`src/rtl/mpsk_pkg.sv`:
```
// Shared definitions for the M-PSK DDS modulator: mode encodings, FSM states,
// symbol-to-phase mapping and elaboration-time quarter-sine table generation.
package mpsk_pkg;

  typedef enum logic [1:0] {
    MODE_BPSK = 2'b00,
    MODE_QPSK = 2'b01,
    MODE_8PSK = 2'b10,
    MODE_RSVD = 2'b11
  } mode_e;

  typedef enum logic {
    ST_IDLE,
    ST_RUN
  } state_e;

  // pi in Q28, used only while building the sine table at elaboration
  localparam longint PI_Q28 = 64'sd843314857;

  function automatic logic [63:0] phase_of_symbol(input logic [1:0] mode,
                                                  input logic [2:0] sym,
                                                  input int unsigned acc_w);
    logic [63:0] p;
    case (mode_e'(mode))
      MODE_BPSK: p = 64'(sym[0]) << (acc_w - 1);
      MODE_QPSK: p = 64'(sym[1:0]) << (acc_w - 2);
      default:   p = 64'(sym) << (acc_w - 3);
    endcase
    return p;
  endfunction

  function automatic logic [31:0] midscale(input int unsigned out_w);
    return 32'd1 << (out_w - 1);
  endfunction

  // round(amp * sin(pi/2 * (i+0.5)/N)) via fixed-point Taylor series
  function automatic logic [31:0] quarter_sine(input int unsigned i,
                                               input int unsigned lut_aw,
                                               input int unsigned out_w);
    longint n, x, x2, term, s, amp;
    n    = longint'(1) << (lut_aw - 2);
    x    = (PI_Q28 * longint'(2 * i + 1)) / (4 * n);
    x2   = (x * x) >>> 28;
    term = x;
    s    = x;
    for (int unsigned k = 1; k < 8; k++) begin
      term = -((term * x2) >>> 28) / longint'((2 * k) * (2 * k + 1));
      s    = s + term;
    end
    amp = (longint'(1) << (out_w - 1)) - 1;
    return 32'((amp * s + (longint'(1) << 27)) >>> 28);
  endfunction

endpackage

```
`src/rtl/sine_quarter_rom.sv`:
```
// Two-stage sine lookup: registers quadrant/index, then reads the quarter-wave
// table and folds it into a full offset-binary cycle.
module sine_quarter_rom
  import mpsk_pkg::*;
#(
  parameter int unsigned LUT_AW = 8,
  parameter int unsigned OUT_W  = 8
) (
  input  logic              clk,
  input  logic              rst,
  input  logic [LUT_AW-1:0] phase_msb,
  output logic [OUT_W-1:0]  sample
);

  localparam int unsigned N  = 2 ** (LUT_AW - 2);
  localparam int unsigned RW = OUT_W - 1;
  localparam logic [OUT_W-1:0] MID    = OUT_W'(midscale(OUT_W));
  localparam logic [OUT_W-1:0] MID_M1 = OUT_W'(midscale(OUT_W) - 32'd1);

  logic [RW-1:0] rom [N];

  for (genvar g = 0; g < N; g++) begin : g_rom
    localparam logic [RW-1:0] V = RW'(quarter_sine(g, LUT_AW, OUT_W));
    assign rom[g] = V;
  end

  logic [1:0]        quad;
  logic [LUT_AW-3:0] idx;
  logic [LUT_AW-3:0] addr;
  logic [OUT_W-1:0]  mag;
  logic [OUT_W-1:0]  folded;

  always_ff @(posedge clk or posedge rst) begin
    if (rst) begin
      quad <= '0;
      idx  <= '0;
    end else begin
      quad <= phase_msb[LUT_AW-1 -: 2];
      idx  <= phase_msb[LUT_AW-3:0];
    end
  end

  // odd quadrants walk the table backwards (N-1-i == ~i); lower half mirrors to mid-1-q
  always_comb begin
    addr   = quad[0] ? ~idx : idx;
    mag    = {1'b0, rom[addr]};
    folded = quad[1] ? (MID_M1 - mag) : (MID + mag);
  end

  always_ff @(posedge clk or posedge rst) begin
    if (rst) sample <= MID;
    else     sample <= folded;
  end

endmodule

```
`src/rtl/mpsk_dds_modulator.sv`:
```
// M-PSK modulator: one phase accumulator drives a reference carrier and a
// carrier offset by the current symbol phase, paced by a symbol handshake.
module mpsk_dds_modulator
  import mpsk_pkg::*;
#(
  parameter int unsigned      ACC_W       = 32,
  parameter int unsigned      LUT_AW      = 8,
  parameter int unsigned      OUT_W       = 8,
  parameter int unsigned      SPS_W       = 16,
  parameter logic [ACC_W-1:0] FTW_DEFAULT = ACC_W'(42949673)
) (
  input  logic             clk,
  input  logic             rst,
  input  logic [ACC_W-1:0] ftw_i,
  input  logic             ftw_load,
  input  logic [1:0]       mode,
  input  logic [SPS_W-1:0] sym_len,
  input  logic [2:0]       sym_data,
  input  logic             sym_valid,
  output logic             sym_ready,
  output logic [OUT_W-1:0] carrier_out,
  output logic [OUT_W-1:0] mod_out,
  output logic             out_valid,
  output logic             sym_strobe,
  output logic             underrun
);

  logic [ACC_W-1:0]  acc;
  logic [ACC_W-1:0]  ftw;
  logic [2:0]        sym_off;
  state_e            state;
  logic [SPS_W-1:0]  cnt;
  logic [SPS_W-1:0]  len_m1;
  logic [LUT_AW-1:0] acc_msb;
  logic [LUT_AW-1:0] mod_msb;
  logic              primed;

  // Symbol phase only ever occupies the top 3 phase bits, so it is held as an
  // eighth-cycle count and added to the LUT address bits alone (no low carry).
  always_comb begin
    len_m1  = (sym_len == '0) ? '0 : sym_len - SPS_W'(1);
    acc_msb = acc[ACC_W-1 -: LUT_AW];
    mod_msb = acc_msb + (LUT_AW'(sym_off) << (LUT_AW - 3));
  end

  always_ff @(posedge clk or posedge rst) begin
    if (rst) begin
      acc <= '0;
      ftw <= FTW_DEFAULT;
    end else begin
      acc <= acc + ftw;
      if (ftw_load) ftw <= ftw_i;
    end
  end

  always_ff @(posedge clk or posedge rst) begin
    if (rst) begin
      state      <= ST_IDLE;
      cnt        <= '0;
      sym_off    <= '0;
      sym_ready  <= 1'b0;
      sym_strobe <= 1'b0;
      underrun   <= 1'b0;
    end else begin
      sym_strobe <= 1'b0;
      underrun   <= 1'b0;
      if (sym_ready && sym_valid) begin
        state      <= ST_RUN;
        cnt        <= len_m1;
        sym_off    <= 3'(phase_of_symbol(mode, sym_data, 3));
        sym_strobe <= 1'b1;
        sym_ready  <= (len_m1 == '0);
      end else begin
        case (state)
          ST_IDLE: begin
            sym_off   <= '0;
            sym_ready <= 1'b1;
          end
          ST_RUN: begin
            if (cnt == '0) begin
              underrun  <= 1'b1;
              sym_off   <= '0;
              state     <= ST_IDLE;
              sym_ready <= 1'b1;
            end else begin
              cnt       <= cnt - SPS_W'(1);
              sym_ready <= (cnt == SPS_W'(1));
            end
          end
          default: state <= ST_IDLE;
        endcase
      end
    end
  end

  always_ff @(posedge clk or posedge rst) begin
    if (rst) begin
      primed    <= 1'b0;
      out_valid <= 1'b0;
    end else begin
      primed    <= 1'b1;
      out_valid <= primed;
    end
  end

  sine_quarter_rom #(.LUT_AW(LUT_AW), .OUT_W(OUT_W)) u_carrier_rom (
    .clk       (clk),
    .rst       (rst),
    .phase_msb (acc_msb),
    .sample    (carrier_out)
  );

  sine_quarter_rom #(.LUT_AW(LUT_AW), .OUT_W(OUT_W)) u_mod_rom (
    .clk       (clk),
    .rst       (rst),
    .phase_msb (mod_msb),
    .sample    (mod_out)
  );

endmodule
```
`config.mk`:
```
export PLATFORM = sky130hd
export DESIGN_NAME = mpsk_dds_modulator
export DESIGN_NICKNAME = d
export VERILOG_FILES = /design/src/rtl/mpsk_pkg.sv /design/src/rtl/sine_quarter_rom.sv /design/src/rtl/mpsk_dds_modulator.sv
export SDC_FILE = /design/constraint.sdc
export NUM_CORES = 1
export LEC_CHECK = 0
export ABC_AREA = 1
export ABC_CLOCK_PERIOD_IN_PS = 3700
export BUFFER_PORTS_ARGS = -buffer_cell sky130_fd_sc_hd__buf_2
export CAP_MARGIN = 20
export CORE_UTILIZATION = 37
export CTS_BUF_LIST = sky130_fd_sc_hd__clkbuf_8
export DETAILED_ROUTE_END_ITERATION = 8
export HOLD_SLACK_MARGIN = 0.02
export SETUP_SLACK_MARGIN = 0.15
export SLEW_MARGIN = 5
export SYNTH_ARGS = -nofsm -noshare
export SYNTH_HDL_FRONTEND = slang
export SYNTH_SLANG_ARGS = --single-unit
export TNS_END_PERCENT = 50
```
`constraint.sdc`:
```
create_clock -name clk -period 3.7 [get_ports clk]
set_clock_uncertainty 0.2 [all_clocks]
set_input_delay 0.74 -clock clk [delete_from_list [all_inputs] [get_ports clk]]
set_output_delay 0.74 -clock clk [all_outputs]
set_load 0.05 [all_outputs]
```
==> results.md <==
* Outcome: complete, no violations
* Post-CTS Resized at 0
* Multi-input gate area at about 4400 sq um
* Initial Utilization at a little under two fifths
* Syn Inst Count at between 900 and 1k
* First-pass iteration count of the detailed router at 5
* Critical Path Fanout Max at 7
* DIE WIDTH at 146.3 um
* Dpl hpwl at around 14,000 um
* Final nets at about 1.2k
* Part of the power in combinational logic at 60.5%
* Max Root-Sink Buffers at 2
* Num ports at 77
* R2r worst-path depth at 11
* TNS Setup at 0 ps
* R2R Setup Slk at approximately 1100 ps
* CORE AREA at approximately 20,000 sq um
* R2r endpoint: u_mod_rom.sample[2]$_DFF_PP0_
* Hold crit path type: register to register
* Synth unique cells at roughly 50
* Final slew viol count at 0
* Net Sw Frac at 49.87%
* Reported net switching power at 4.022 mW
* Crit path launch type: register
* WP data arrival at around 2700 ps
* Critical Path Stages at 11
* Seq/Total Area, Yosys at 37.94%
* Actual slew at the worst max-slew pin at between 800 and 900 ps
* Setup CP Type: register to register
* Hold Buf Count CTS at 0
* Via count at approximately 6.6k
* FILL cells at 2,106
* Maxcap violations at 0
* Clock transition at path regs at around 70 ps
* Unrepaired setup endpoints after global routing: false
* CP max stage delay at roughly 550 ps
* Count of state elements after synthesis at about 120
* CP Cell Sequence: xnor2_1 > inv_1 > ha_1 > inv_1 > nor2_1 > o21ai_0 > nand2_1 > o21bai_1 > nand2_1 > nand2_1 > nand2_1
* Worst vdd ir at roughly 310 uV
* Mapped Nets at between 1k and 1.5k
* WP data required at roughly 3800 ps
* Height of the die at roughly 150 um
* Synth warnings at 0
* Largest net degree at the start of global routing at slightly above 40
* FF+latch area at 2922 sq um
* Final critical-path required period at 2592 ps
* Root Driver: clkbuf_8
* Die area at 21,390 sq um
* Port Buffers at between 70 and 80
* Critical Path End: u_mod_rom.sample[2]$_DFF_PP0_
* PwrDens at a little over 900 nW/um^2
* Global-route wire length before repair at roughly 31,000 um
* Final setup vio count at 0
* Total gr overflow at 0
* Crit path launch: u_mod_rom.quad[0]$_DFF_PP0_
* Final wirelength at 17,760 um
* Hold path cells at 0
* Final Power at between 8 and 9 mW
* Most frequent CP cell: nand2_1
* DR iter-0 viols at around 420
* Ant diodes at 0
* Number of routed nets with antenna violations at 0
* Post-synth EDFFs at 0
* Share of cells above drive strength 1 at 17.62%
* Crit path max-delay family: flip-flops
* Leak at 4.218 nW
* Wire length per cell after detailed routing at 13.34 um
* Vias per cell at around 5
* Post-Syn Area at 7700 sq um
* Leading register cell type out of synthesis: dfrtp_1
* R2R Path Start: u_mod_rom.quad[0]$_DFF_PP0_
* CTS tree: built
* Slowest stage cell, crit path: dfrtp_1
* Async S/R FF share, synth at 100.0%
* Max_slew headroom at 46.22%
* Mapped Avg Cell Area at around 8 sq um
* Clk pwr share at 15.0%
* Final Hold Fails at 0
* # clock sinks at ~120
* CP bufs+invs at 2
* Crit end category: register
* Area Growth Syn to Fin at 13.91%
* Internal power at roughly 4.0 mW
* DRC violations left at 0
* # rows at 52
* Post-CTS Setup Bufs at 0
* H-tree depth at 4
* GPL Wtd Cong at approximately 0.93
* Final Cycle Share at a little over two thirds
* Clk_lat worst skew at approximately 440 ps
* Seq pwr share at 24.4%
* Vias in the first global route at ~6.5k
* Num CTS Buffers at 17
* Fmax at approximately 390 MHz
* Total GRT Usage at between 10% and 20%
* Initial antenna violation count at 0
-- layer usage --
layer / share of wire [%] / global-route usage, % / routed length [um] / vias to the layer above
met3: 3.7 / 3.313 / 664 / 22
met1: 50 / 24.41 / 8938 / 3013
li1: - / - / - / 3401
met2: 44 / 28.29 / 7855 / 146
met4: 1.7 / 5.938 / 303 / 0
met5: 0 / 0 / 0 / -
-- power groups by stage --
stage	sequential, mW	clock, mW	combinational [mW]
finish	1.97	1.21	4.88
detailed placement	2.00	0	4.84
CTS	1.98	1.25	4.87
floorplan	2.21	0	3.66
global route	2.02	1.31	5.60
global placement	1.99	0	4.84
-- worst reg2reg max path: stages (launching register included) --
cell and delay (ps):
dfrtp_1 550, xnor2_1 530, inv_1 170, ha_1 320, inv_1 60, nor2_1 50, o21ai_0 170, nand2_1 70
o21bai_1 190, nand2_1 70, nand2_1 60, nand2_1 50
-- synth_stat cells (2+ instances only) --
cell type	instances	share of area (%)
nor3_1	15	0.97
dfstp_2	15	5.1
fa_1	2	0.52
buf_4	4	0.39
dfrtp_1	101	33
nand2_4	2	0.29
nand2_2	6	0.49
mux2_2	33	4.8
xor2_1	32	3.6
clkbuf_1	3	0.15
inv_1	78	3.8
o21ai_0	52	3.4
a21oi_1	54	3.5
nand2_1	236	12
buf_1	3	0.15
buf_6	3	0.44
xnor2_2	3	0.63
o211ai_1	19	1.9
nand3_1	73	4.7
ha_1	45	7.3
o2111ai_1	2	0.23
o21ai_1	3	0.19
o21bai_1	9	0.88
o221ai_1	4	0.45
xnor2_1	12	1.4
nor4_1	4	0.32
a21o_1	4	0.39
xor2_2	3	0.63
nand4_1	13	1.1
inv_2	2	0.098
o311ai_0	2	0.23
o22ai_1	3	0.24
a21boi_0	2	0.19
nor2_2	3	0.24
nor2_1	100	4.9
nand3b_1	4	0.39
buf_2	3	0.19
-- cells by family (layout without fill, tap and decap cells) --
group,Yosys count,after routing,synth area share (%)
AND/OR/NAND/NOR,459,459,25.25
AO/OA/AOI/OAI,160,160,12.20
flip-flops,116,116,37.94
buffers and inverters,97,194,5.265
XOR/XNOR,51,51,6.630
adder cells (fa/ha/maj),47,47,7.832
multiplexers,33,33,4.826
other,1,1,0.04870
-- final cells by class --
cell class	instances	area share, %
inverter	81	3.509
tap	270	3.852
clock inverter	15	1.897
sequential	116	33.31
multi-input combinational	751	49.86
timing repair buffer	81	4.907
clock buffer	17	2.668
-- flip-flops by register name, indices dropped and copies added (netlist names) --
name and cells:
primed 1, out_valid 1, sym_ready 1, acc 32, cnt 16, u_mod_rom.quad 2, ftw 32, u_carrier_rom.idx 1
u_mod_rom.sample 8, sym_strobe 1, u_carrier_rom.sample 8, sym_off 3, u_mod_rom.idx 6, underrun 1, u_carrier_rom.quad 2, state 1
-- layout by cell type (no fill, tap or decap), types with 19 or more instances in the layout --
cell,Yosys,final
mux2_2,33,33
nand3_1,73,73
inv_1,78,78
o211ai_1,19,19
nand2_1,236,236
nor2_1,100,100
ha_1,45,45
a21oi_1,54,54
xor2_1,32,32
buf_2,3,76
o21ai_0,52,52
dfrtp_1,101,101
-- metrics by stage --
step	setup WS, ps	area [sq um]	hold WS (ps)	util (%)	instances
2_1_floorplan	1359	7704	131.2	-	964
3_3_place_gp	1176	8371	136.3	41.24	1299
3_5_place_dp	1056	8371	139.4	41.24	1299
4_1_cts	1156	8771	159.6	43.21	1331
5_1_grt	818.4	8771	172.2	43.21	1331
6_report	1108	8771	156.5	43.21	1331
-- worst min-delay path by stage --
stage	from	slack, ps	endpoint
finish	primed$_DFF_PP0_	160	out_valid$_DFF_PP0_
floorplan	primed$_DFF_PP0_	130	out_valid$_DFF_PP0_
global placement	primed$_DFF_PP0_	140	out_valid$_DFF_PP0_
detailed placement	primed$_DFF_PP0_	140	out_valid$_DFF_PP0_
global route	primed$_DFF_PP0_	170	out_valid$_DFF_PP0_
CTS	primed$_DFF_PP0_	160	out_valid$_DFF_PP0_
No activity file was read; power rests on OpenSTA's default activity.
